### src/rtl/dmem_line_adapter.sv
// ---------------------------------------------------------------------------
// dmem_line_adapter : one-line buffer bridging 32-bit load/store requests to
// 64-bit burst memory. Optional macro DMEM_LINE_BUF_EN enables hit service.
// Revision: 1.0
// ---------------------------------------------------------------------------
`default_nettype none

module dmem_line_adapter #(
  parameter int BURST_LEN = 4
) (
  input  logic        clk,
  input  logic        rst,
  input  logic [31:0] dmem_addr,
  input  logic        dmem_rmask,
  input  logic [3:0]  dmem_wmask,
  input  logic [31:0] dmem_wdata,
  output logic [31:0] dmem_rdata,
  output logic        dmem_resp,
  output logic [31:0] bmem_addr,
  output logic        bmem_read,
  output logic        bmem_write,
  output logic [63:0] bmem_wdata,
  input  logic        bmem_ready,
  input  logic [63:0] bmem_rdata,
  input  logic        bmem_rvalid
);

  localparam int LINE_BITS = BURST_LEN * 64;
  localparam int OFF_W     = $clog2(BURST_LEN * 8);
  localparam int BEAT_W    = $clog2(BURST_LEN);
  localparam int WORD_W    = OFF_W - 2;
  localparam logic [BEAT_W-1:0] LAST_BEAT = BEAT_W'(BURST_LEN - 1);

  typedef enum logic [2:0] {
    IDLE      = 3'd0,
    FILL_REQ  = 3'd1,
    FILL_WAIT = 3'd2,
    WB        = 3'd3,
    RESP      = 3'd4
  } state_t;

  state_t               state_q, state_d;
  logic                 valid_q, valid_d;
  logic [31-OFF_W:0]    tag_q, tag_d;
  logic [BEAT_W-1:0]    cnt_q, cnt_d;
  logic [LINE_BITS-1:0] line_q, line_d;

  logic              is_wr, req, hit, last, merge;
  logic [31-OFF_W:0] req_tag;
  logic [WORD_W-1:0] word_idx;
  logic [31:0]       shifted;
  logic [31:0]       line_addr;

  assign is_wr     = |dmem_wmask;
  assign req       = is_wr | dmem_rmask;
  assign req_tag   = dmem_addr[31:OFF_W];
  assign word_idx  = dmem_addr[OFF_W-1:2];
  assign shifted   = dmem_wdata << {dmem_addr[1:0], 3'b000};
  assign line_addr = {req_tag, {OFF_W{1'b0}}};
  assign last      = (cnt_q == LAST_BEAT);

`ifdef DMEM_LINE_BUF_EN
  assign hit = valid_q && (tag_q == req_tag);
`else
  // Buffer is only a fill/merge staging area here; every request refills.
  logic unused_buf_state;
  assign unused_buf_state = ^{valid_q, tag_q};
  assign hit = 1'b0;
`endif

  always_ff @(posedge clk or posedge rst) begin
    if (rst) begin
      state_q <= IDLE;
      valid_q <= 1'b0;
      tag_q   <= '0;
      cnt_q   <= '0;
      line_q  <= '0;
    end else begin
      state_q <= state_d;
      valid_q <= valid_d;
      tag_q   <= tag_d;
      cnt_q   <= cnt_d;
      line_q  <= line_d;
    end
  end

  always_comb begin
    state_d    = state_q;
    valid_d    = valid_q;
    tag_d      = tag_q;
    cnt_d      = cnt_q;
    line_d     = line_q;
    merge      = 1'b0;
    dmem_resp  = 1'b0;
    dmem_rdata = '0;
    bmem_read  = 1'b0;
    bmem_write = 1'b0;
    bmem_addr  = '0;
    bmem_wdata = '0;

    case (state_q)
      IDLE: begin
        if (req) begin
          if (hit) begin
            state_d = is_wr ? WB : RESP;
            merge   = is_wr;
          end else begin
            state_d = FILL_REQ;
          end
        end
      end
      FILL_REQ: begin
        bmem_read = 1'b1;
        bmem_addr = line_addr;
        if (bmem_ready) begin
          state_d = FILL_WAIT;
          cnt_d   = '0;
        end
      end
      FILL_WAIT: begin
        if (bmem_rvalid) begin
          line_d[{cnt_q, 6'b0} +: 64] = bmem_rdata;
          cnt_d = last ? '0 : cnt_q + BEAT_W'(1);
          if (last) begin
            valid_d = 1'b1;
            tag_d   = req_tag;
            state_d = is_wr ? WB : RESP;
            merge   = is_wr;
          end
        end
      end
      WB: begin
        bmem_write = 1'b1;
        bmem_addr  = line_addr;
        bmem_wdata = line_q[{cnt_q, 6'b0} +: 64];
        if (bmem_ready) begin
          cnt_d = last ? '0 : cnt_q + BEAT_W'(1);
          if (last) state_d = RESP;
        end
      end
      RESP: begin
        dmem_resp  = 1'b1;
        dmem_rdata = line_q[{word_idx, 5'b0} +: 32];
        state_d    = IDLE;
      end
      default: state_d = IDLE;
    endcase

    // Store merge lands on top of any beat captured this same cycle.
    if (merge) begin
      for (int i = 0; i < 4; i++) begin
        if (dmem_wmask[i]) line_d[{word_idx, 2'(i), 3'b000} +: 8] = shifted[i*8 +: 8];
      end
    end
  end

endmodule

`default_nettype wire
### config.mk
export PLATFORM = sky130hd
export DESIGN_NAME = dmem_line_adapter
export DESIGN_NICKNAME = d
export VERILOG_FILES = /design/src/rtl/dmem_line_adapter.sv
export SDC_FILE = /design/constraint.sdc
export NUM_CORES = 1
export LEC_CHECK = 0
export BUFFER_PORTS_ARGS = -buffer_cell sky130_fd_sc_hd__buf_2
export CAP_MARGIN = 25
export CORE_MARGIN = 10
export CORE_UTILIZATION = 40
export CTS_CLUSTER_SIZE = 16
export DETAILED_ROUTE_END_ITERATION = 10
export GPL_ROUTABILITY_DRIVEN = 0
export PLACE_DENSITY_LB_ADDON = 0.05
export SYNTH_ARGS = -nofsm -noshare
export SYNTH_HDL_FRONTEND = slang
export SYNTH_SLANG_ARGS = --single-unit
### constraint.sdc
create_clock -name clk -period 17.8 [get_ports clk]
set_input_delay 0.89 -clock clk [delete_from_list [all_inputs] [get_ports clk]]
set_output_delay 0.89 -clock clk [all_outputs]
set_load 0.02 [all_outputs]
# Word level (Yosys, flattened, before mapping)
# Cells that the tools add are included.
# totals
mem_bits_rw,0
mem_count,0
latch_bits,0
rom_bits,0
register_bits,261
# classes
mul,0
n_eq_ne,11
bitwise,1
add_sub_neg,6
div_mod_pow,0
order_cmp,0
muxes,37
reduce_logical,6
n_shift,13
# ops
cell,count
2-to-1 mux 256 bit,10
bitwise mux 256 bit,5
variable shift 8 x 10 -> 256 bit (first input constant),4
indexed part select 8 x 10 -> 256 bit,4
variable shift 64 x 10 -> 256 bit (first input constant),1
indexed part select 256 x 9 -> 32 bit,1
indexed part select 256 x 9 -> 64 bit,1
indexed part select 64 x 10 -> 256 bit,1
2-to-1 mux 32 bit,2
2-to-1 mux 64 bit,1
negation 8 -> 10 bit,5
<< shifter 32 x 5 -> 32 bit,1
2-to-1 mux 3 bit,7
!= test 2 bit (second input constant),6
case mux 3 bit (4 select lines),1
2-to-1 mux 2 bit,4
equality test 3 x 2 -> 1 bit (second input constant),2
2-to-1 mux 1 bit,6
case mux 2 bit (3 select lines),1
AND reduction 6 bit,1
AND reduction 4 bit,1
OR reduction 4 bit,1
equality test 3 x 1 -> 1 bit (second input constant),1
equality test 3 bit (second input constant),1
6 further kinds,6

# Logic depth before layout (Yosys ltp)
# Gate-level depths: netlist (run 1).
# logic_depth
word_depth,17
depth_mapped,12
mapped_depth_nobuf,7

# Least setup slack after synthesis (run 1)
# Ideal clock, no wire load.
# synth_path
kind,input-to-reg
startpoint,input port dmem_addr[3]
endpoint,register line_q[192]
slack_ps,14585
t_arrival_ps,3085
path_stages,11
required_time_ps,17670
setup_ps,130
n_path_buf,4
cell_sequence,buf_2 > buf_2 > buf_2 > inv_1 > ha_1 > ha_1 > nor2b_1 > nand3_2 > or4_4 > buf_6 > mux2i_1
# synth_between
elab_chain_len,14
word_cells_on_any_way,24
cone_classes,add/sub (4); shift (8); mux (12)
# synth_lines
element,line_no,source
"start, declared",13,"input logic [31:0] dmem_addr,"
negation 8 -> 10 bit,152,"if (dmem_wmask[i]) line_d[{word_idx, 2'(i), 3'b000} +: 8] = shifted[i*8 +: 8];"
indexed part select 8 x 10 -> 256 bit or variable shift 8 x 10 -> 256 bit (tied branches),152,
bitwise mux 256 bit,152,
2-to-1 mux 256 bit,152,
2-to-1 mux 256 bit,150,if (merge) begin
bitwise mux 256 bit,152,
2-to-1 mux 256 bit,152,
2-to-1 mux 256 bit,150,
bitwise mux 256 bit,152,
2-to-1 mux 256 bit,152,
2-to-1 mux 256 bit,150,
bitwise mux 256 bit,152,
2-to-1 mux 256 bit (*),152,
2-to-1 mux 256 bit (*),150,
net line_d[192],46,"logic [LINE_BITS-1:0] line_q, line_d;"
"end signal, assigned",83,line_q <= line_d;
"end, declared",46,
# The timed path passes the listed nets; every way through them passes the cells marked *. The select of a mux whose other input is x is not followed.
# A chain may end at the register's enable or synchronous reset.

# Worst setup path after layout (run 1)
# layout_path
startpoint,register state_q[2]
endpoint,register line_q[45]
# layout_between
elab_chain_len,14
word_cells_on_any_way,15
cone_classes,eq/ne (1); mux (14)
# layout_lines
element,line_no,source
"start, declared",42,"state_t state_q, state_d;"
"start signal, assigned",79,state_q <= state_d;
equality test 3 x 2 -> 1 bit (*),n/a,
2-to-1 mux 256 bit,101,case (state_q)
bitwise mux 256 bit,152,
2-to-1 mux 256 bit,152,
2-to-1 mux 256 bit,150,
bitwise mux 256 bit,152,
2-to-1 mux 256 bit,152,
2-to-1 mux 256 bit,150,
bitwise mux 256 bit,152,
2-to-1 mux 256 bit,152,
2-to-1 mux 256 bit,150,
bitwise mux 256 bit,152,
2-to-1 mux 256 bit,152,
2-to-1 mux 256 bit (*),150,
net line_d[45],46,
# Marks and branches as above.

==> metrics.txt, run 1 <==
Yosys reg bits=261; type of origin of the critical path=register; Via density=roughly 6.7; register area share after synthesis=around a third; vias in the first global route=around 18000; Worst Hold Slack=~0.42 ns; crit-path leading delay family=simple AND/OR/NAND/NOR gates; Die ar.=between 0.05 and 0.06 mm²; 1st-pass router iterations=6; fillcell total=around 4400; latest clock arrival within the worst-skew pair=between 0.5 and 0.6 ns; Hold/Removal Path Class=in2async; clock skew=0.00850 ns; synth top area cells=dfrtp_1 35%, mux4_2 16%, mux2i_1 8.2%; worst stage delay on the critical path=1.11 ns; Clock transition at path regs=0.06 ns; Worst EP arrival=around 5 ns; number of flops mapped to enable cells by yosys=0; cell with the most instances after synthesis=dfrtp_1; WL final=between 80000 and 90000 µm; DRC viols=0; post-layout util=~46%; WP buf/inv=1; worst r2r src=state_q[2]$_DFFE_PP0P_; Max Fanout on Critical Path=78; FF-to-FF path depth=5; first-pass GRT wire length=around 120000 µm; Port-buffer cells=262; async set or reset register ratio after synthesis=100%; Tmin final=4.41 ns; hold-fix buffers at CTS=0; DIE HEIGHT=approximately 240 µm; Final Hold Fails=0; Initial Util=40.3%; f_max=227 MHz; Tot GR Track Use=28.7%; area leader, netlist=dfrtp_1; max-cap viol count=0; slowest CP cell=and4bb_4; post_cts resized=0; Cells after Synth=1842; Bufs on Longest Clock Path=3; Wirelength per Cell=~32 µm; VDD IR max=around 0.000084 V; largest net degree at the start of global routing=88; Chip Width=roughly 240 µm; cts bufs inserted=34; pwr/cell area=around 150 mW/mm²; Netlist Area Pre-Place=0.0187 mm²; Worst slew margin=roughly 23%; top post-synthesis cells by count=261 x dfrtp_1, 191 x a21oi_1, 174 x nand4_1; worst slew pin tran=between 1 and 1.5 ns; Crit. End Element=register; Setup Buffers After CTS=0; share of the synthesized area in the top cell type=a little over a third; detailed placement HPWL=roughly 52000 µm; CTS H-Tree Depth=2; Yosys warnings=0; number of distinct library cells after synthesis=48; nets@finish=between 2000 and 2500; final setup TNS=0 ns; grt total ovfl=0; CP Class=reg2reg; top_reg_cell synth=dfrtp_1; Initial DRC Count=around 2300; total clock sinks=between 200 and 300; data required time at the worst endpoint=18.26 ns; status=finished, final reports clean; worst r2r dst=line_q[45]$_DFF_PP0_; I/O Pins=roughly 270; critical-path cell list=and4bb_4 -> buf_4 -> and2_1 -> nand4_1 -> mux2i_1; Setup Viol. Count Final=0; Synth Area per Inst=slightly above 10 µm²; layout cells sized above 1=a little over a quarter; setup slack, reg-to-reg=13.39 ns; clock tree from TritonCTS=built; Syn-to-layout area delta=15.2%; P_leak=10.2 nW; DR vias=about 18000; Final ANT Viol Nets=0; Slew Limit Fails=0; root buffer cell=clkbuf_16; CORE AREA=around 0.046 mm²; period utilization=~25%; RSZ-0062 raised after global routing=false; initial antenna violation count=1; # rows=79
worst register-to-register path, stage by stage (launching register included):
cell	delay, ns
dfrtp_1	0.49
and4bb_4	1.11
buf_4	0.92
and2_1	0.71
nand4_1	0.72
mux2i_1	0.37
logic make-up (layout without fill, tap and decap cells):
logic type | count (synthesis) | count (layout) | synth area share (%)
and+or+nand+nor | 594 | 594 | 18.3
AOI/OAI and AO/OA | 464 | 464 | 16.0
muxes | 289 | 289 | 24.6
DFF | 261 | 261 | 34.9
buffers and inverters | 220 | 372 | 5.35
adders and majority gates | 13 | 13 | 0.870
other | 1 | 7 | 0.0201
power by group:
group | internal (mW) | leakage, nW | total [mW] | switching, mW
combinational | 0.526 | 5.97 | 1.31 | 0.784
sequential | 0.818 | 3.59 | 1.04 | 0.219
clock | 0.508 | 0.633 | 0.803 | 0.295
total | 1.85 | 10.2 | 3.15 | 1.30
registers in the layout (all words and copies together), names as in the netlist:
signal,flops
cnt_q,2
state_q,3
line_q,256
metrics by stage:
stage,instance area (µm²),setup WS [ns],power [mW],cells
finish,21500,13.39,3.15,2607
global route,21500,13.18,3.30,2606
CTS,21500,13.25,3.13,2603
detailed placement,20200,13.12,2.33,2541
global placement,20200,13.19,2.30,2540
floorplan,18700,9.73,1.87,1846
metal layers:
metal | track usage [%] | wire (µm) | vias to the layer above | share of wire (%)
li1 | - | - | 7350 | -
met1 | 38.1 | 34400 | 9105 | 42
met2 | 45.9 | 39100 | 918 | 47
met3 | 6.56 | 6990 | 162 | 8.4
met4 | 8.43 | 2270 | 0 | 2.7
met5 | 0 | 0 | - | 0
final cells by class:
cell class | count | area, µm² | share of cell area (%)
repair buffers | 300 | 1640 | 7.61
flip-flops and latches | 261 | 6540 | 30.4
clock inverters | 15 | 255 | 1.19
multi-input cells | 1365 | 11300 | 52.3
clock buffers | 47 | 1030 | 4.80
inverters | 10 | 45.0 | 0.209
diodes | 2 | 5.00 | 0.0232
well taps | 607 | 759 | 3.53
placed cells by master, fill, tap and decap left out, types with 17 or more instances in the layout:
cell type,synthesis,routed
buf_2,57,260
clkbuf_16,0,37
buf_4,23,37
nor2_1,75,75
mux2i_1,153,153
a21boi_0,158,158
and2_1,48,48
nand2_1,117,113
nand3_1,17,17
mux4_2,136,136
a22oi_1,55,55
nand4_1,174,174
and3_1,67,66
and4_1,23,23
a21oi_1,191,191
dfrtp_1,261,258
o21ai_0,18,18
how the worst max path moves through the flow:
| stage | start | to | depth (start not counted) | slack (ns) |
|---|---|---|---|---|
| floorplan | rst | cnt_q[0]$_DFFE_PP0P_ | 1 | 9.73 |
| global placement | bmem_rvalid | line_q[40]$_DFF_PP0_ | 6 | 13.19 |
| detailed placement | bmem_rvalid | line_q[46]$_DFF_PP0_ | 6 | 13.12 |
| CTS | cnt_q[0]$_DFFE_PP0P_ | line_q[119]$_DFF_PP0_ | 8 | 13.25 |
| global route | state_q[2]$_DFFE_PP0P_ | line_q[45]$_DFF_PP0_ | 5 | 13.18 |
| finish | state_q[2]$_DFFE_PP0P_ | line_q[45]$_DFF_PP0_ | 5 | 13.39 |
(Power assumes the default switching activity.)
==> inputs of run 2 (changes only) <==
==> constraint.sdc (replaced) <==
create_clock -name clk -period 4.5 [get_ports clk]
set_input_delay 0.225 -clock clk [delete_from_list [all_inputs] [get_ports clk]]
set_output_delay 0.225 -clock clk [all_outputs]
set_load 0.02 [all_outputs]
==> run 2 against run 1 <==
Hold slack worse by 0.39 ns. Design area about the same. Combinational power rose to 4.0 times the previous value. Non-clock buffer count is 15 higher. Largest power group unchanged. Register-to-register slack worse by 12 ns. Die area stayed put. Critical path depth fell by 1. Sequential share of layout area is essentially flat. Core utilization barely moved. Clock skew rose by 0.036 ns. Via count about the same.
==> metrics.txt, run 2 (synthesis results as in run 1) <==
fillcell total=4440; 1st-pass router iterations=5; first-pass GRT wire length=between 100000 and 150000 µm; Design Area, Final=0.0216 mm²; clock skew=approximately 0.044 ns; max-cap viol count=0; # rows=79; largest register by flop count=line_q; pwr/cell area=around 570 mW/mm²; Wirelength per Cell=31.9 µm; Worst EP arrival=approximately 3.4 ns; initial antenna violation count=4; Clock transition at path regs=0.06 ns; CP Class=reg2out; grt total ovfl=0; Port-buffer cells=between 200 and 300; Chip Width=between 200 and 250 µm; Regs by FF count=line_q (256), state_q (3), cnt_q (2); CORE AREA=roughly 0.046 mm²; Hold/Removal Path Class=in2reg; final setup TNS=0 ns; VDD IR max=approximately 0.00034 V; setup slack after layout=0.910 ns; hold-fix buffers at CTS=3; latest clock arrival within the worst-skew pair=0.57 ns; commonest non-fill, non-tap cell in the layout=buf_2; setup slack, reg-to-reg=between 1 and 1.5 ns; root buffer cell=clkbuf_16; Tmin final=between 3 and 4 ns; worst slew pin tran=1.10 ns; cts bufs inserted=35; P_leak=10.2 nW; I/O Pins=268; Initial Util=40.3%; Final Hold Fails=0; Largest register FFs=~260; RSZ-0062 raised after global routing=false; Via density=6.69; f_max=279 MHz; period utilization=79.8%; status=finished, final reports clean; dpl cell area=0.0203 mm²; layout cells sized above 1=between 20% and 30%; total clock sinks=between 200 and 300; Slew Limit Fails=0; DIE HEIGHT=between 200 and 250 µm; Worst slew margin=about a quarter; FF-to-FF path depth=5; post_cts resized=0; Worst Hold Slack=0.0252 ns; Place WS=approximately 1.2 ns; detailed placement HPWL=between 50000 and 60000 µm; Overall Power=around 12 mW; Final ANT Viol Nets=0; vias in the first global route=roughly 18000; Setup Viol. Count Final=0; nets@finish=between 2000 and 2500; WL final=between 80000 and 90000 µm; Tot GR Track Use=29.0%; Max Fanout on Critical Path=40; Min-Delay Path Depth=3; largest net degree at the start of global routing=between 100 and 150; Syn-to-layout area delta=15.3%; data required time at the worst endpoint=between 4 and 5 ns; Initial DRC Count=1791; DRC viols=0; DR vias=17536; clock tree from TritonCTS=built; type of origin of the critical path=register; Die ar.=roughly 0.056 mm²; Setup Buffers After CTS=0; Crit. End Element=output port; most frequent cells in the layout=260 x buf_2, 258 x dfrtp_1, 191 x a21oi_1; Bufs on Longest Clock Path=3; CTS H-Tree Depth=2
## run 2: layout make-up
| class | instances | area (µm²) | share of cell area, % |
|---|---|---|---|
| clock buffers | 55 | 1100 | 5.11 |
| multi-input cells | 1365 | 11200 | 52.2 |
| inverters | 10 | 41.3 | 0.192 |
| flip-flops and latches | 261 | 6540 | 30.3 |
| well taps | 607 | 759 | 3.52 |
| clock inverters | 7 | 75.1 | 0.348 |
| repair buffers | 315 | 1790 | 8.31 |
| diodes | 1 | 2.50 | 0.0116 |
## run 2: critical path, stage by stage (launching register included)
cell and delay [ns]:
dfrtp_4 0.97, buf_4 0.78, mux4_2 0.67, and3_1 0.21
buf_2 0.16
## run 2: final timing paths
check / from / end
setup / recovery: cnt_q[0]$_DFFE_PP0P_ / bmem_wdata[63]
hold / removal: bmem_rdata[57] / line_q[57]$_DFF_PP0_
setup reg to reg: state_q[2]$_DFFE_PP0P_ / line_q[17]$_DFF_PP0_
hold reg to reg: line_q[233]$_DFF_PP0_ / line_q[233]$_DFF_PP0_
max in group asynchronous: rst / line_q[243]$_DFF_PP0_
min in group asynchronous: rst / cnt_q[1]$_DFFE_PP0P_
## run 2: layer usage
layer  up-vias  GRT usage (%)  share of wire, %
li1       7385              -                 -
met1      9042           38.5                41
met2       941           45.8                46
met3       166           7.33               9.1
met4         2           8.74               3.2
met5         -              0             0.016
## run 2: per-stage QoR
stage          instances  utilization (%)
4_1_cts             2619             46.4
3_3_place_gp        2554             43.8
6_report            2621             46.5
2_1_floorplan       1846                -
3_5_place_dp        2554             43.8
5_1_grt             2620             46.5
## run 2: power by group
part           switching (mW)  internal (mW)  total [mW]
Combinational            3.07           2.12        5.19
Clock                    1.16           1.74        2.90
Sequential              0.926           3.24        4.16
Total                    5.16           7.10        12.3
